**config.mk**
```make
export PLATFORM = sky130hd
export DESIGN_NAME = pc_fetch_ctrl
export DESIGN_NICKNAME = d
export VERILOG_FILES = /design/src/rtl/pc_pkg.sv /design/src/rtl/pc_target_sel.sv /design/src/rtl/pc_fetch_ctrl.sv
export SDC_FILE = /design/constraint.sdc
export NUM_CORES = 1
export LEC_CHECK = 0
export CORE_MARGIN = 2
export CORE_UTILIZATION = 55
export CTS_BUF_LIST = sky130_fd_sc_hd__clkbuf_8
export DETAILED_ROUTE_END_ITERATION = 10
export DONT_BUFFER_PORTS = 1
export PLACE_DENSITY = 0.7
export SYNTH_ARGS = -nofsm -noshare
export SYNTH_HDL_FRONTEND = slang
export SYNTH_SLANG_ARGS = --single-unit
```
**constraint.sdc**
```tcl
create_clock -name clk -period 2.4 [get_ports clk]
set_input_delay 0.24 -clock clk [delete_from_list [all_inputs] [get_ports clk]]
set_output_delay 0.24 -clock clk [all_outputs]
set_load 0.005 [all_outputs]
```
**src/rtl/pc_pkg.sv**
```systemverilog
// Shared types and constants for the fetch sequencer.
package pc_pkg;
   localparam int XLEN = 32;
   localparam logic [XLEN-1:0] ALIGN_MASK = 32'hFFFF_FFFC;

   typedef enum logic [1:0] {
      IDLE    = 2'd0,
      REQ     = 2'd1,
      HOLD    = 2'd2,
      DISCARD = 2'd3
   } fetch_state_t;
endpackage

```
**src/rtl/pc_target_sel.sv**
```systemverilog
// Combinational redirect target pick: trap beats branch, word-aligned result, misalign flag.
module pc_target_sel
   import pc_pkg::*;
(
   input  logic            trap_valid,
   input  logic [XLEN-1:0] trap_vec,
   input  logic            redirect_valid,
   input  logic [XLEN-1:0] redirect_pc,
   output logic            tgt_vld,
   output logic [XLEN-1:0] tgt_pc,
   output logic            tgt_misalign
);
   logic [XLEN-1:0] sel;

   always_comb begin
      sel          = trap_valid ? trap_vec : redirect_pc;
      tgt_vld      = trap_valid | redirect_valid;
      tgt_pc       = sel & ALIGN_MASK;
      tgt_misalign = tgt_vld && (sel[1:0] != 2'b00);
   end
endmodule

```
**src/rtl/pc_fetch_ctrl.sv**
```systemverilog
// PC owner and single-outstanding imem fetch sequencer; ack to if_valid is 1 cycle.
// Decode backpressure holds the fetched word; redirects cancel held or in-flight fetches.
module pc_fetch_ctrl
   import pc_pkg::*;
#(
   parameter logic [XLEN-1:0] RESET_VECTOR = 32'h0000_0000,
   parameter logic [XLEN-1:0] INSTR_BYTES  = 32'd4
)(
   input  logic            clk,
   input  logic            reset_n,
   output logic            imem_req,
   output logic [XLEN-1:0] imem_addr,
   input  logic            imem_ack,
   input  logic [XLEN-1:0] imem_rdata,
   output logic            if_valid,
   output logic [XLEN-1:0] if_instr,
   output logic [XLEN-1:0] if_pc,
   input  logic            if_ready,
   input  logic            redirect_valid,
   input  logic [XLEN-1:0] redirect_pc,
   input  logic            trap_valid,
   input  logic [XLEN-1:0] trap_vec,
   output logic [XLEN-1:0] pc,
   output logic            misalign_err
);
   fetch_state_t    state_q, state_d;
   logic [XLEN-1:0] pc_q, pc_d;
   logic [XLEN-1:0] pend_pc_q, pend_pc_d;
   logic [XLEN-1:0] if_instr_q, if_instr_d;
   logic [XLEN-1:0] if_pc_q, if_pc_d;
   logic            misalign_q, misalign_d;

   logic            tgt_vld;
   logic [XLEN-1:0] tgt_pc;
   logic            tgt_misalign;

   pc_target_sel u_tgt_sel (
      .trap_valid     (trap_valid),
      .trap_vec       (trap_vec),
      .redirect_valid (redirect_valid),
      .redirect_pc    (redirect_pc),
      .tgt_vld        (tgt_vld),
      .tgt_pc         (tgt_pc),
      .tgt_misalign   (tgt_misalign)
   );

   always_comb begin
      state_d    = state_q;
      pc_d       = pc_q;
      pend_pc_d  = pend_pc_q;
      if_instr_d = if_instr_q;
      if_pc_d    = if_pc_q;
      misalign_d = tgt_misalign;

      case (state_q)
         IDLE: begin
            state_d = REQ;
            if (tgt_vld) pc_d = tgt_pc;
         end
         REQ: begin
            if (imem_ack) begin
               if (tgt_vld) begin
                  pc_d = tgt_pc;
               end else begin
                  if_instr_d = imem_rdata;
                  if_pc_d    = pc_q;
                  pc_d       = pc_q + INSTR_BYTES;
                  state_d    = HOLD;
               end
            end else if (tgt_vld) begin
               // Address must stay put until the memory acks, so park the target.
               pend_pc_d = tgt_pc;
               state_d   = DISCARD;
            end
         end
         HOLD: begin
            if (tgt_vld) begin
               pc_d    = tgt_pc;
               state_d = REQ;
            end else if (if_ready) begin
               state_d = REQ;
            end
         end
         DISCARD: begin
            if (imem_ack) begin
               pc_d    = tgt_vld ? tgt_pc : pend_pc_q;
               state_d = REQ;
            end else if (tgt_vld) begin
               pend_pc_d = tgt_pc;
            end
         end
         default: state_d = IDLE;
      endcase
   end

   always_ff @(posedge clk or negedge reset_n) begin
      if (!reset_n) begin
         state_q    <= IDLE;
         pc_q       <= RESET_VECTOR;
         pend_pc_q  <= RESET_VECTOR;
         if_instr_q <= '0;
         if_pc_q    <= '0;
         misalign_q <= 1'b0;
      end else begin
         state_q    <= state_d;
         pc_q       <= pc_d;
         pend_pc_q  <= pend_pc_d;
         if_instr_q <= if_instr_d;
         if_pc_q    <= if_pc_d;
         misalign_q <= misalign_d;
      end
   end

   assign imem_req     = (state_q == REQ) || (state_q == DISCARD);
   assign imem_addr    = pc_q;
   assign pc           = pc_q;
   assign if_valid     = (state_q == HOLD);
   assign if_instr     = if_instr_q;
   assign if_pc        = if_pc_q;
   assign misalign_err = misalign_q;
endmodule
```
After elaboration in Yosys (flattened, before gate mapping)
Cells that the tools add are included.
{ "word_totals": {"elab_cells": 43, "input_bits": 102, "memories": 0, "mem_bits_ro": 0, "out_inout_bits": 131, "latch_bits": 0, "regBits": 131, "ramBits": 0} }
{ "classes": {"shift": 0, "n_mux": 14, "order_cmp": 0, "reduce_logical": 10, "eq_ne": 9, "div_mod_pow": 0, "add_sub_neg": 1, "n_bitwise": 3, "n_mul": 0} }
{ "ops": {"columns": ["op", "n"], "rows": [
  ["$mux W32", 6],
  ["$pmux W32 S3", 1],
  ["$add A32 B3 Y32 const B", 1],
  ["$mux W2", 6],
  ["$pmux W2 S4", 1],
  ["$ne A3 B3 Y1 const B", 2],
  ["$reduce_and A3 Y1", 2],
  ["$eq A2 B2 Y1 const B", 2],
  ["$ne A2 B2 Y1 const B", 2],
  ["$reduce_and A4 Y1", 1],
  ["$reduce_or A2 Y1", 2],
  ["$ne A3 B1 Y1 const B", 1],
  ["$eq A2 B1 Y1 const B", 1],
  ["$logic_not A2 Y1", 1],
  ["$ne A2 B1 Y1 const B", 1],
  ["$not A1 Y1", 2],
  ["$reduce_and A2 Y1", 1],
  ["$reduce_bool A2 Y1", 1],
  ["$logic_and A1 B1 Y1", 1],
  ["$logic_or A1 B1 Y1", 1],
  ["$or A1 B1 Y1", 1]
]} }

Logic depth before layout (Yosys ltp)
{ "depth": {"depth_word": 4, "ltp_mapped": 8, "depth_no_buf": 6} }

Cells and area by module
Synthesis repeated with hierarchy kept, for this count alone.
{ "unflattened": {"hier_cells": 648, "hier_area_um2": 7181.9} }
{ "modules_own_cells": {"columns": ["mod", "cells_each", "seq_area_each_um2", "n_inst", "area_each_um2"], "rows": [
  ["pc_fetch_ctrl", 607, 3278.1, 1, 6636.4],
  ["pc_target_sel", 41, 0.0, 1, 545.5]
]} }

Worst setup path after synthesis
Ideal clock, no wire load.
{ "synth_path": {"path_type": "reg2reg", "start": "register pc_q[3], in the netlist imem_addr[3]", "end": "register pc_q[22], in the netlist imem_addr[22]", "path_slack_ns": 0.419, "arrival_time_ns": 1.857, "period_less_slack_ns": 1.981, "stages_incl_launch_ff": 8, "path_cell_list": "dfrtp_1 -> ha_1 -> nand4_1 -> or2_1 -> buf_6 -> or3_1 -> o31a_1 -> a2bb2oi_1"} }
{ "synth_between": {"elab_chain_cells": 4} }
{ "synth_rtl": {"columns": ["element", "line_no", "source"], "rows": [
  ["from (decl)", "pc_fetch_ctrl.sv:27", "logic [XLEN-1:0] pc_q, pc_d;"],
  ["from (signal assigned)", "pc_fetch_ctrl.sv:106", "pc_q <= pc_d;"],
  ["$add A32 B3 Y32", "pc_fetch_ctrl.sv:67", "pc_d = pc_q + INSTR_BYTES;"],
  ["$mux W32", "pc_fetch_ctrl.sv:62", "if (tgt_vld) begin"],
  ["$mux W32", "pc_fetch_ctrl.sv:61", "if (imem_ack) begin"],
  ["$pmux W32 S3", "pc_fetch_ctrl.sv:55", "case (state_q)"]
]} }
Every way passes these cells. The select of a mux whose other input is x is not followed.
A chain may end at the register's enable or synchronous reset.

Worst setup path after layout
{ "layout_path": {"start": "register pc_q[4], in the netlist imem_addr[4]", "end": "register pc_q[22], in the netlist imem_addr[22]"} }
The elaborated chain is that of the path after synthesis.

==> impl_results.md <==
- Crit path launch type: flop
- Largest delay contributor family on the critical path: simple AND/OR/NAND/NOR gates
- Worst-path cell chain: nand4_1, or2_1, or3_1, o31a_1, a2bb2oi_1
- Total track usage: 0.299
- Max Cap Viol: 0
- EDFF count, synth: 0
- Core Region: 0.0121 mm2
- Synth area leader: dfrtp_1
- IR drop worst, VDD: 385 uV
- Area occupied by registers: 0.00328 mm2
- Die Area: 0.0134 mm2
- # fillers: 955
- Fmax: 472 MHz
- RSZ-0062 raised after global routing: no
- Row count: 40
- CTS sink count: 131
- # DRC: 0
- Sequential share of the synthesized area: 0.479
- Share of the synthesized area in the top cell type: 0.479
- Final Hold Viols: 131
- Pwr Total: 6.21 mW
- Cells after Synth: 674
- DR pass1 iterations: 6
- Initial Util: 0.568
- Layout cell share with drive strength beyond 1: 0.172
- Status: complete, but fails checks
- Kind of critical path: flop to flop
- CTS buffer count: 17
- Largest net degree at the start of global routing: 132
- Cell area after synthesis: 0.00685 mm2
- Clock-pin slew on the worst setup and hold paths: 0.07 ns
- Wire per inst: 22.0 um
- Syn_area_per_cell: 10.2 um2
- WP data arrival: 2.44 ns
- Slew @ Worst Pin: 0.733 ns
- Final Max Slew Viols: 0
- Global placer's final weighted congestion: 0.908
- Critical Path Slowest Stage Cell: dfrtp_1
- Final period util: 0.884
- Minimum hold slack: -0.507 ns
- Routed Antenna Nets: 0
- Worst-path maximum fanout: 10
- Worst EP required: 2.72 ns
- Die H: 116 um
- Setup Total Neg Slack: 0 ns
- Synth area leaders: dfrtp_1, mux2_2, o21ai_0
- Synth Register Bits: 131
- Post-DP HPWL: 13.2 mm
- Port Buf Inserts: 0
- Failing checks: hold timing
- Multi-input logic area: 0.00310 mm2
- PD cells: 778 mW/mm2
- First-pass GRT wire length: 30.3 mm
- I/O pins: 233
- Via density per instance: 6.39
- Yosys warnings: 0
- Post-synth ARST share: 1.00
- Synth Net Count: 777
- Top_reg_cell synth: dfrtp_1
- Nets: 823
- Die X: 116 um
- Final core utilization: 0.662
- Skew final: 0.0129 ns
- Minimum clock period: 2.12 ns
- Synth cell types: 64
- Leak Pwr: 3.44 nW
- TritonCTS clock tree: built
- Max_slew headroom: 0.510
- Placed cells: 798
- Diodes inserted: 0
- CTS max path bufs: 2
- Root Driver: clkbuf_8
- Clk_lat worst skew: 0.45 ns
- Initial antenna violation count: 0
- DRT Wirelength: 19.8 mm
- Layout Cells excl Fill: 899
- Most frequent cells in the layout: dfrtp_1, dlygate4sd3_1, nand2_1
- Buffers & Inverters on Critical Path: 0
- Endpoints failing setup: 0
- Worst path max stage delay: 0.59 ns
- Via count: 5749
- # Post-CTS Setup Buffers: 0
- Synthesis-to-finish area growth: 16.6%
- Commonest non-fill, non-tap cell in the layout: dfrtp_1
- Vias in the first global route: 5670
- Total grt overflow: 0
- Critical path endpoint category: flop
- Iter 0 DRT Violations: 566
- Hold Path Class: primary input to asynchronous set/reset pin
- H-tree depth: 4
[power by group]
group	internal [mW]	total (mW)	switching, mW
clock network	0.939	1.76	0.818
registers	2.73	3.23	0.502
logic	0.650	1.22	0.572
[worst paths after layout]
| path | from | end | slack [ns] | depth (start not counted) |
|---|---|---|---|---|
| max | imem_addr[4] | imem_addr[22] | 0.28 | 5 |
| min | reset_n | if_pc[6] | -0.51 | 0 |
| max reg2reg | imem_addr[4] | imem_addr[22] | 0.28 | 5 |
| min reg2reg | pend_pc_q[7] | pend_pc_q[7] | 0.48 | 2 |
| max in group asynchronous | reset_n | imem_addr[25] | 2.77 | 0 |
| min in group clk | redirect_pc[29] | pend_pc_q[29] | 0.01 | 2 |
[routing by layer]
metal  vias to the layer above  part of all wire  global-route usage
met5                         -                 0                   0
li1                       2521                 -                   -
met1                      2854              0.40               0.394
met2                       344              0.48               0.479
met4                         0             0.018              0.0892
met3                        30              0.10              0.0894
[repair_timing]
item,4_1_cts,5_1_grt
resized for setup,0,0
hold buffers,70,1
hold endpoints to repair,187,132
[cell usage after synthesis (all sizes together) (4+ instances only)]
cell     number
mux2i        30
o221ai        4
nand2b        9
clkbuf       25
nor3         17
dfrtp       131
o22ai        11
and3          5
nand2        71
a221oi        4
xor2          4
inv           9
buf          53
nand4        12
a2bb2oi       4
a211oi        5
nor2b         5
a22oi         6
mux2         60
a21oi        31
nand3        13
o31a          4
o31ai         4
o21ai        67
o21a          5
nor2         23
a31oi         5
and2          4
a21boi        4
[area by class of cell]
class / instances / share of cell area
Timing Repair Buffer: 105 / 0.126
Inverter: 9 / 0.00423
Clock buffer: 19 / 0.0328
Sequential cell: 131 / 0.411
Tap cell: 168 / 0.0263
Clock inverter: 11 / 0.0124
Multi-Input combinational cell: 456 / 0.388
[cell families (layout without fill, tap and decap cells)]
kind of cell,after synthesis,in the layout,share of synthesized area
AOI/OAI and AO/OA,184,184,0.172
xor gates and xnor gates,6,6,0.00767
adders and majority gates,1,1,0.00183
buffers and inverters,87,144,0.0702
DFF,131,131,0.479
muxes,90,90,0.143
and+or+nand+nor,175,175,0.127
[flip-flops by register name, summed over array words and instances (netlist names)]
signal and count:
state_q 2, if_instr 32, pend_pc_q 32, misalign_err 1, if_pc 32, imem_addr 32
[through the flow]
step | setup slack (ns) | instance area (um2)
final | 0.280 | 7980
after global placement | 0.370 | 6910
after detailed placement | 0.322 | 6910
after global routing | 0.230 | 7980
after floorplan | 0.419 | 6850
after CTS | 0.302 | 7970
No activity file was read; power rests on OpenSTA's default activity.
